$ cat config.mk
export PLATFORM = sky130hd
export DESIGN_NAME = lcd_bus_8080
export DESIGN_NICKNAME = d
export VERILOG_FILES = /design/src/rtl/lcd_bus_pkg.sv /design/src/rtl/lcd_bus_8080.sv
export SDC_FILE = /design/constraint.sdc
export NUM_CORES = 1
export LEC_CHECK = 0
export BUFFER_PORTS_ARGS = -buffer_cell sky130_fd_sc_hd__clkbuf_2
export CAP_MARGIN = 20
export CELL_PAD_IN_SITES_DETAIL_PLACEMENT = 1
export CELL_PAD_IN_SITES_GLOBAL_PLACEMENT = 1
export CORE_MARGIN = 8
export CORE_UTILIZATION = 44
export DETAILED_ROUTE_END_ITERATION = 10
export PLACE_DENSITY_LB_ADDON = 0.1
export REMOVE_ABC_BUFFERS = 1
export SYNTH_ARGS = -nofsm -noshare
export SYNTH_HDL_FRONTEND = slang
export SYNTH_SLANG_ARGS = --single-unit
$ cat constraint.sdc
create_clock -name i_clk -period 3.22 [get_ports i_clk]
set_clock_uncertainty 0.15 [all_clocks]
set_input_delay 0.966 -clock i_clk [delete_from_list [all_inputs] [get_ports i_clk]]
set_output_delay 0.966 -clock i_clk [all_outputs]
set_load 0.05 [all_outputs]
$ cat src/rtl/lcd_bus_pkg.sv
// lcd_bus_pkg: shared state encoding, bus-width constants and counter sizing for lcd_bus_8080.
package lcd_bus_pkg;

    typedef enum logic [2:0] {
        RST_LO,
        RST_WT,
        IDLE,
        WR_LO,
        WR_HI,
        RD_LO,
        RD_HI
    } state_t;

    localparam int BUS_W8  = 8;
    localparam int BUS_W16 = 16;

    function automatic int cnt_w(input int a, input int b, input int c,
                                 input int d, input int e, input int f);
        int m;
        m = a;
        m = (b > m) ? b : m;
        m = (c > m) ? c : m;
        m = (d > m) ? d : m;
        m = (e > m) ? e : m;
        m = (f > m) ? f : m;
        return $clog2(m + 1);
    endfunction

endpackage

$ cat src/rtl/lcd_bus_8080.sv
// lcd_bus_8080: 8080-style panel bus master with power-up reset sequencing,
// timed WR_/RD_ strobes and two-beat 16-bit words on an 8-bit bus.
module lcd_bus_8080
    import lcd_bus_pkg::*;
#(
    parameter int BUS_W    = 8,
    parameter int WR_LOW   = 1,
    parameter int WR_HIGH  = 1,
    parameter int RD_LOW   = 16,
    parameter int RD_HIGH  = 10,
    parameter int RST_LOW  = 400,
    parameter int RST_WAIT = 4_500_000
) (
    input  logic             i_clk,
    input  logic             i_reset,
    input  logic             i_valid,
    output logic             o_ready,
    input  logic             i_rs,
    input  logic             i_rd,
    input  logic             i_wide,
    input  logic [15:0]      i_data,
    output logic [15:0]      o_rdata,
    output logic             o_rvalid,
    output logic             o_init_done,
    output logic [BUS_W-1:0] o_lcd_data,
    output logic             o_lcd_oe,
    input  logic [BUS_W-1:0] i_lcd_data,
    output logic             o_lcd_rs,
    output logic             o_lcd_wr_n,
    output logic             o_lcd_rd_n,
    output logic             o_lcd_cs_n,
    output logic             o_lcd_rst_n
);

    localparam int CW = cnt_w(WR_LOW, WR_HIGH, RD_LOW, RD_HIGH, RST_LOW, RST_WAIT);
    localparam bit NARROW = (BUS_W == BUS_W8);

    if (!(BUS_W == BUS_W8 || BUS_W == BUS_W16) || WR_LOW < 1 || WR_HIGH < 1 ||
        RD_LOW < 1 || RD_HIGH < 1 || RST_LOW < 1 || RST_WAIT < 1) begin : g_bad_param
        $error("lcd_bus_8080: BUS_W must be 8 or 16 and all timing parameters >= 1");
    end

    state_t        state;
    logic [CW-1:0] cnt;
    logic          beat_left;
    logic [7:0]    lo_byte;
    logic          wide8;

    assign o_ready = (state == IDLE);
    assign wide8   = NARROW && i_wide;

    always_ff @(posedge i_clk) begin
        if (i_reset) begin
            state       <= RST_LO;
            cnt         <= CW'(RST_LOW - 1);
            beat_left   <= 1'b0;
            lo_byte     <= '0;
            o_lcd_rst_n <= 1'b0;
            o_lcd_cs_n  <= 1'b1;
            o_lcd_wr_n  <= 1'b1;
            o_lcd_rd_n  <= 1'b1;
            o_lcd_rs    <= 1'b0;
            o_lcd_data  <= '0;
            o_lcd_oe    <= 1'b1;
            o_rvalid    <= 1'b0;
            o_rdata     <= '0;
            o_init_done <= 1'b0;
        end else begin
            o_rvalid <= 1'b0;
            if (cnt != '0) cnt <= cnt - 1'b1;
            case (state)
                RST_LO: if (cnt == '0) begin
                    state       <= RST_WT;
                    cnt         <= CW'(RST_WAIT - 1);
                    o_lcd_rst_n <= 1'b1;
                end
                RST_WT: if (cnt == '0) begin
                    state       <= IDLE;
                    o_lcd_cs_n  <= 1'b0;
                    o_init_done <= 1'b1;
                end
                IDLE: if (i_valid) begin
                    o_lcd_rs  <= i_rs;
                    lo_byte   <= i_data[7:0];
                    beat_left <= wide8;
                    if (i_rd) begin
                        state      <= RD_LO;
                        cnt        <= CW'(RD_LOW - 1);
                        o_lcd_rd_n <= 1'b0;
                        o_lcd_oe   <= 1'b0;
                        o_rdata    <= '0;
                    end else begin
                        state      <= WR_LO;
                        cnt        <= CW'(WR_LOW - 1);
                        o_lcd_wr_n <= 1'b0;
                        o_lcd_data <= wide8 ? BUS_W'(i_data[15:8]) : i_data[BUS_W-1:0];
                    end
                end
                WR_LO: if (cnt == '0) begin
                    state      <= WR_HI;
                    cnt        <= CW'(WR_HIGH - 1);
                    o_lcd_wr_n <= 1'b1;
                end
                WR_HI: if (cnt == '0) begin
                    if (beat_left) begin
                        beat_left  <= 1'b0;
                        state      <= WR_LO;
                        cnt        <= CW'(WR_LOW - 1);
                        o_lcd_wr_n <= 1'b0;
                        o_lcd_data <= BUS_W'(lo_byte);
                    end else begin
                        state <= IDLE;
                    end
                end
                RD_LO: if (cnt == '0) begin
                    state      <= RD_HI;
                    cnt        <= CW'(RD_HIGH - 1);
                    o_lcd_rd_n <= 1'b1;
                    // narrow reads shift into a cleared word, wide reads build {beat1, beat2}
                    o_rdata    <= (BUS_W == BUS_W16) ? 16'(i_lcd_data) : {o_rdata[7:0], i_lcd_data[7:0]};
                    o_rvalid   <= !beat_left && (RD_HIGH == 1);
                end
                RD_HI: begin
                    if (cnt == CW'(1) && !beat_left) o_rvalid <= 1'b1;
                    if (cnt == '0) begin
                        if (beat_left) begin
                            beat_left  <= 1'b0;
                            state      <= RD_LO;
                            cnt        <= CW'(RD_LOW - 1);
                            o_lcd_rd_n <= 1'b0;
                        end else begin
                            state    <= IDLE;
                            o_lcd_oe <= 1'b1;
                        end
                    end
                end
                default: state <= RST_LO;
            endcase
        end
    end

endmodule

Yosys cells after proc, flatten, opt, wreduce, memory -nomap -nowiden
Cells that the tools add are included.
{"block": "totals", "reg_bits": 67, "in_bits": 30, "output_inout_bits": 33, "word_cells": 107}
{"block": "op_classes", "n_addsub": 1, "n_eq_ne": 20, "n_mux": 48, "bitwise_logic": 1, "n_reduce_logical": 23}
{"operator": "2-to-1 mux 23 bit", "count": 9}
{"operator": "case mux 23 bit (6 select lines)", "count": 1}
{"operator": "2-to-1 mux 16 bit", "count": 3}
{"operator": "2-to-1 mux 8 bit", "count": 5}
{"operator": "case mux 16 bit (2 select lines)", "count": 1}
{"operator": "2-to-1 mux 3 bit", "count": 9}
{"operator": "equality test 23 x 1 -> 1 bit (second input constant)", "count": 1}
{"operator": "logical NOT 23 bit", "count": 1}
{"operator": "nonzero test 23 bit", "count": 1}
{"operator": "subtractor 23 x 1 -> 23 bit (second input constant)", "count": 1}
{"operator": "inequality test 2 bit (second input constant)", "count": 11}
{"operator": "case mux 3 bit (7 select lines)", "count": 1}
{"operator": "case mux 8 bit (2 select lines)", "count": 1}
{"operator": "2-to-1 mux 1 bit", "count": 13}
{"operator": "AND reduction 6 bit", "count": 2}
{"operator": "AND reduction 5 bit", "count": 2}
{"operator": "equality test 3 bit (second input constant)", "count": 3}
{"operator": "nonzero test 2 bit", "count": 4}
{"operator": "AND reduction 7 bit", "count": 1}
{"operator": "equality test 3 x 2 -> 1 bit (second input constant)", "count": 2}
{"operator": "case mux 1 bit (3 select lines)", "count": 2}
{"operator": "AND reduction 2 bit", "count": 3}
{"operator": "nonzero test 3 bit", "count": 2}
{"operator": "2-to-1 mux 4 bit", "count": 1}
{"operator": "10 further kinds", "count": 13}

Logic depth before layout (Yosys ltp)
{"block": "depth", "depth_word": 5, "ltp_mapped": 10, "ltp_nobuf": 10}

Least setup slack after synthesis
No wires, ideal clock.
{"block": "synth_timing", "path_type": "reg-to-output", "start": "register state[2]", "end": "output port o_ready", "t_arrival_ns": 1.491, "required_ns": 2.104, "path_slack_ns": 0.613, "path_stages_with_launch": 4, "path_buffers": 1, "cell_sequence": "dfxtp_1 clkbuf_1 or2_2 nor2_1"}
{"block": "synth_between", "elab_chain_cells": 1}
{"element": "start: declaration", "line": "lcd_bus_8080.sv:43", "rtl": "state_t state;"}
{"element": "start signal: assignment", "line": "lcd_bus_8080.sv:54", "rtl": "state <= RST_LO;"}
{"element": "start signal: assignment", "line": "lcd_bus_8080.sv:73", "rtl": "state <= RST_WT;"}
{"element": "start signal: assignment", "line": "lcd_bus_8080.sv:78", "rtl": "state <= IDLE;"}
{"element": "equality test 3 x 2 -> 1 bit", "line": "lcd_bus_8080.sv:49", "rtl": "assign o_ready = (state == IDLE);"}
{"element": "end: declaration", "line": "lcd_bus_8080.sv:17", "rtl": "output logic o_ready,"}
Every way passes these cells.

Worst setup path after layout
Ends and elaborated chain as after synthesis.

==> summary.txt <==
Die
  – Die Y: 104.4 um
  – Die width: 104.4 um
  – Die area: 0.01090 mm2
  – Initial Utilization: 0.4494
  – Count of standard-cell rows: 32
  – Ports: 63
  – Core outline area: around 0.0076 mm2

Finish
  – Most common cell after layout, fill and taps aside: sky130_fd_sc_hd__dfxtp_1
  – Number of antenna cells inserted: 0
  – Number of nets in the layout: around 520
  – Most used cells in the layout excluding fill and tap cells: sky130_fd_sc_hd__dfxtp_1, sky130_fd_sc_hd__nand2_1, sky130_fd_sc_hd__clkbuf_2
  – Footprint of the multi-input gates: 0.001942 mm2
  – Reg area: around 0.0013 mm2
  – Fill cells: between 900 and 1000
  – Layout cells sized above 1: 0.2093
  – Number of non-filler instances in the completed layout: 594
  – Layout overhead on the synthesized area: 19.11%

Clocking
  – Number of gates resized after cts: 0
  – Clock-pin slew of the registers on the worst-case setup and hold paths: 0.08 ns
  – Quantity of hold-fixing buffers added after cts: 0
  – CTS tree: done
  – CTS HTree Levels: 3
  – Clock net sink count: 67
  – Post-CTS repair timing setup buffer count: 0
  – Clk buf depth: 2
  – Total CTS buffers: 9
  – Buffer type at the clock tree root: sky130_fd_sc_hd__clkbuf_8
  – Worst-Skew Late Latency: between 0.3 and 0.4 ns

Synthesis
  – Share of async-settable or async-resettable flops after synthesis: 0
  – Post-synthesis share of cell area spent on xor and xnor gates: 0.04332
  – Syn_area_per_cell: 8.012 um2
  – Combinational family with the most area after synthesis: simple AND/OR/NAND/NOR gates
  – Post-synth design cell area: 0.003437 mm2
  – Yosys warns: 0
  – Synth Area in Compound Gates: 0.2195
  – Synth Area in Simple Gates: 0.2559
  – Post-synth cell types: 61
  – Dominant synthesized flop cell: sky130_fd_sc_hd__dfxtp_1
  – Arithmetic-cell share of the synthesized area counting full adders, half adders and majority gates: 0.01820
  – Number of synthesized flops with an enable pin: 0
  – Sequential cell area fraction in the yosys report: 0.3902
  – Cells after synthesis: 429
  – #FFs+latches synth: between 60 and 70
  – Multiplexer share of the synthesized area: 0.02621

Flow run
  – Number of max-cap violations: 0

Timing
  – Worst slew margin relative to its limit: 0.4853
  – Maximum operating frequency: 371.8 MHz
  – Count of final max-slew check failures: 0
  – Smallest setup slack after layout: 0.5302 ns
  – Final setup violation count: 0
  – Final critical-path share of the clock period: 0.8353
  – RSZ-0062 raised after global routing: false
  – Hold Violations, Final: 0
  – Transition at the pin with the smallest max-transition slack: between 0.7 and 0.8 ns
  – Setup Total Neg Slack: 0 ns
  – Post-layout minimum cycle time: 2.690 ns

Global route
  – Global-route total usage across every layer: 0.1902
  – Vias in the first global route: 3556
  – Overflow after GRT: 0
  – Antenna violations before repair: 0
  – Global-route wire length before repair: approximately 17 mm
  – Maximum number of pins on one net before global-route repair: 23

Power
  – Overall power consumption: 1.719 mW
  – Worst VDD drop: 192.8 uV
  – Leakage power summed over all cells: 1.548 nW
  – Power per unit of standard cell area: 419.8 mW/mm2

Setup path
  – Type of destination of the critical path: output pin
  – Arrival @ worst endpoint: 1.57 ns
  – Worst endpoint required time: between 2 and 2.5 ns
  – Worst reg2reg setup slack: 0.67 ns
  – Critical path start-end classification: reg2out
  – Biggest fanout along the worst timing path: 12
  – Critical path launch point type: flip-flop

Hold path
  – Hold crit path type: reg2reg

Route
  – Total length of routed wires: 10.24 mm
  – Initial detailed-routing violation count: 122
  – Overall via count from detail_route: 3360
  – Average detailed-routed wire length per instance: 17.24 um
  – Count of TritonRoute iterations in the first routing pass: 4
  – DRT antenna net count: 0
  – Via count normalized by instance count: 5.657
  – DRC violation count after routing: 0

Run status
  – Status: completed

Placed design
  – DPL Wire Length: 7.555 mm
  – Placed Cells: 578
  – Port Buffer Count: 62
  – Setup WS pre-CTS: between 0.5 and 0.6 ns
  – Routability congestion estimate from global placement: 0.9105
worst max-delay path, cell delays in order, from the launching register on:
cell	delay, ns
sky130_fd_sc_hd__dfxtp_1	0.42
sky130_fd_sc_hd__or2_2	0.38
sky130_fd_sc_hd__nor2_1	0.12
sky130_fd_sc_hd__clkbuf_2	0.30
layout make-up:
cell class / count / area share
repair buffers: 76 / 0.1015
multi-input cells: 322 / 0.4743
flip-flops and latches: 67 / 0.3276
clock buffers: 10 / 0.03362
well taps: 102 / 0.03117
inverters: 11 / 0.01009
clock inverters: 6 / 0.02170
routing by layer:
layer / up-vias / track usage / wire, um / share of wire
li1: 1660 / - / - / -
met1: 1628 / 0.2274 / 4516 / 0.44
met2: 57 / 0.3242 / 5152 / 0.50
met3: 15 / 0.04957 / 433 / 0.042
met4: 0 / 0.05688 / 140 / 0.014
met5: - / 0 / 0 / 0
Yosys cell counts, drive strengths merged (2+ instances only):
library cell / n / area share
a2111oi: 2 / 0.0069
a211oi: 8 / 0.017
a21o: 3 / 0.0066
a21oi: 55 / 0.080
a31oi: 8 / 0.015
and2: 2 / 0.0036
and3: 2 / 0.0036
and4: 2 / 0.0051
buf: 10 / 0.014
clkbuf: 19 / 0.021
dfxtp: 67 / 0.39
ha: 5 / 0.018
inv: 11 / 0.012
mux2i: 9 / 0.026
nand2: 63 / 0.069
nand2b: 6 / 0.011
nand3: 27 / 0.039
nand4: 2 / 0.0036
nand4bb: 2 / 0.0080
nor2: 29 / 0.032
nor2b: 3 / 0.0055
nor3: 14 / 0.025
nor4: 6 / 0.020
o211ai: 13 / 0.028
o21ai: 11 / 0.016
o21bai: 3 / 0.0066
o221ai: 2 / 0.0051
o41ai: 2 / 0.0051
or4: 5 / 0.012
xnor2: 11 / 0.028
xor2: 6 / 0.015
where the power goes:
part | internal, mW | total (mW) | switching [mW]
clock network | 0.457 | 0.800 | 0.343
logic | 0.0357 | 0.0822 | 0.0465
registers | 0.831 | 0.836 | 0.00531
flip-flops by register name, summed over array words and instances, names as in the netlist, 3 cells and up:
signal / count
cnt: 23
o_rdata: 16
lo_byte: 8
o_lcd_data: 8
state: 3
metrics by stage:
stage               instance area, um2    util  hold slack (ns)
floorplan                         3318       -           0.2804
global placement                  3867  0.5057           0.2874
detailed placement                3867  0.5057           0.2937
CTS                               4094  0.5353           0.3108
global route                      4094  0.5353           0.3253
finish                            4094  0.5353           0.3084
logic make-up after synthesis:
family,count (synthesis)
buf+inv,40
fa+ha+maj,5
compound gates,120
mux,9
flops,67
xor+xnor,17
simple gates,171
path summary, 6_finish.rpt:
path | start | end | cells after the start
max | state[2]$_SDFFE_PP0P_ | o_ready | 3
min | lo_byte[6]$_SDFFE_PP0P_ | lo_byte[6]$_SDFFE_PP0P_ | 2
max reg2reg | cnt[12]$_SDFF_PP0_ | cnt[0]$_SDFF_PP1_ | 9
min reg2reg | lo_byte[6]$_SDFFE_PP0P_ | lo_byte[6]$_SDFFE_PP0P_ | 2
Note: power is estimated with default switching activity, not from simulation.
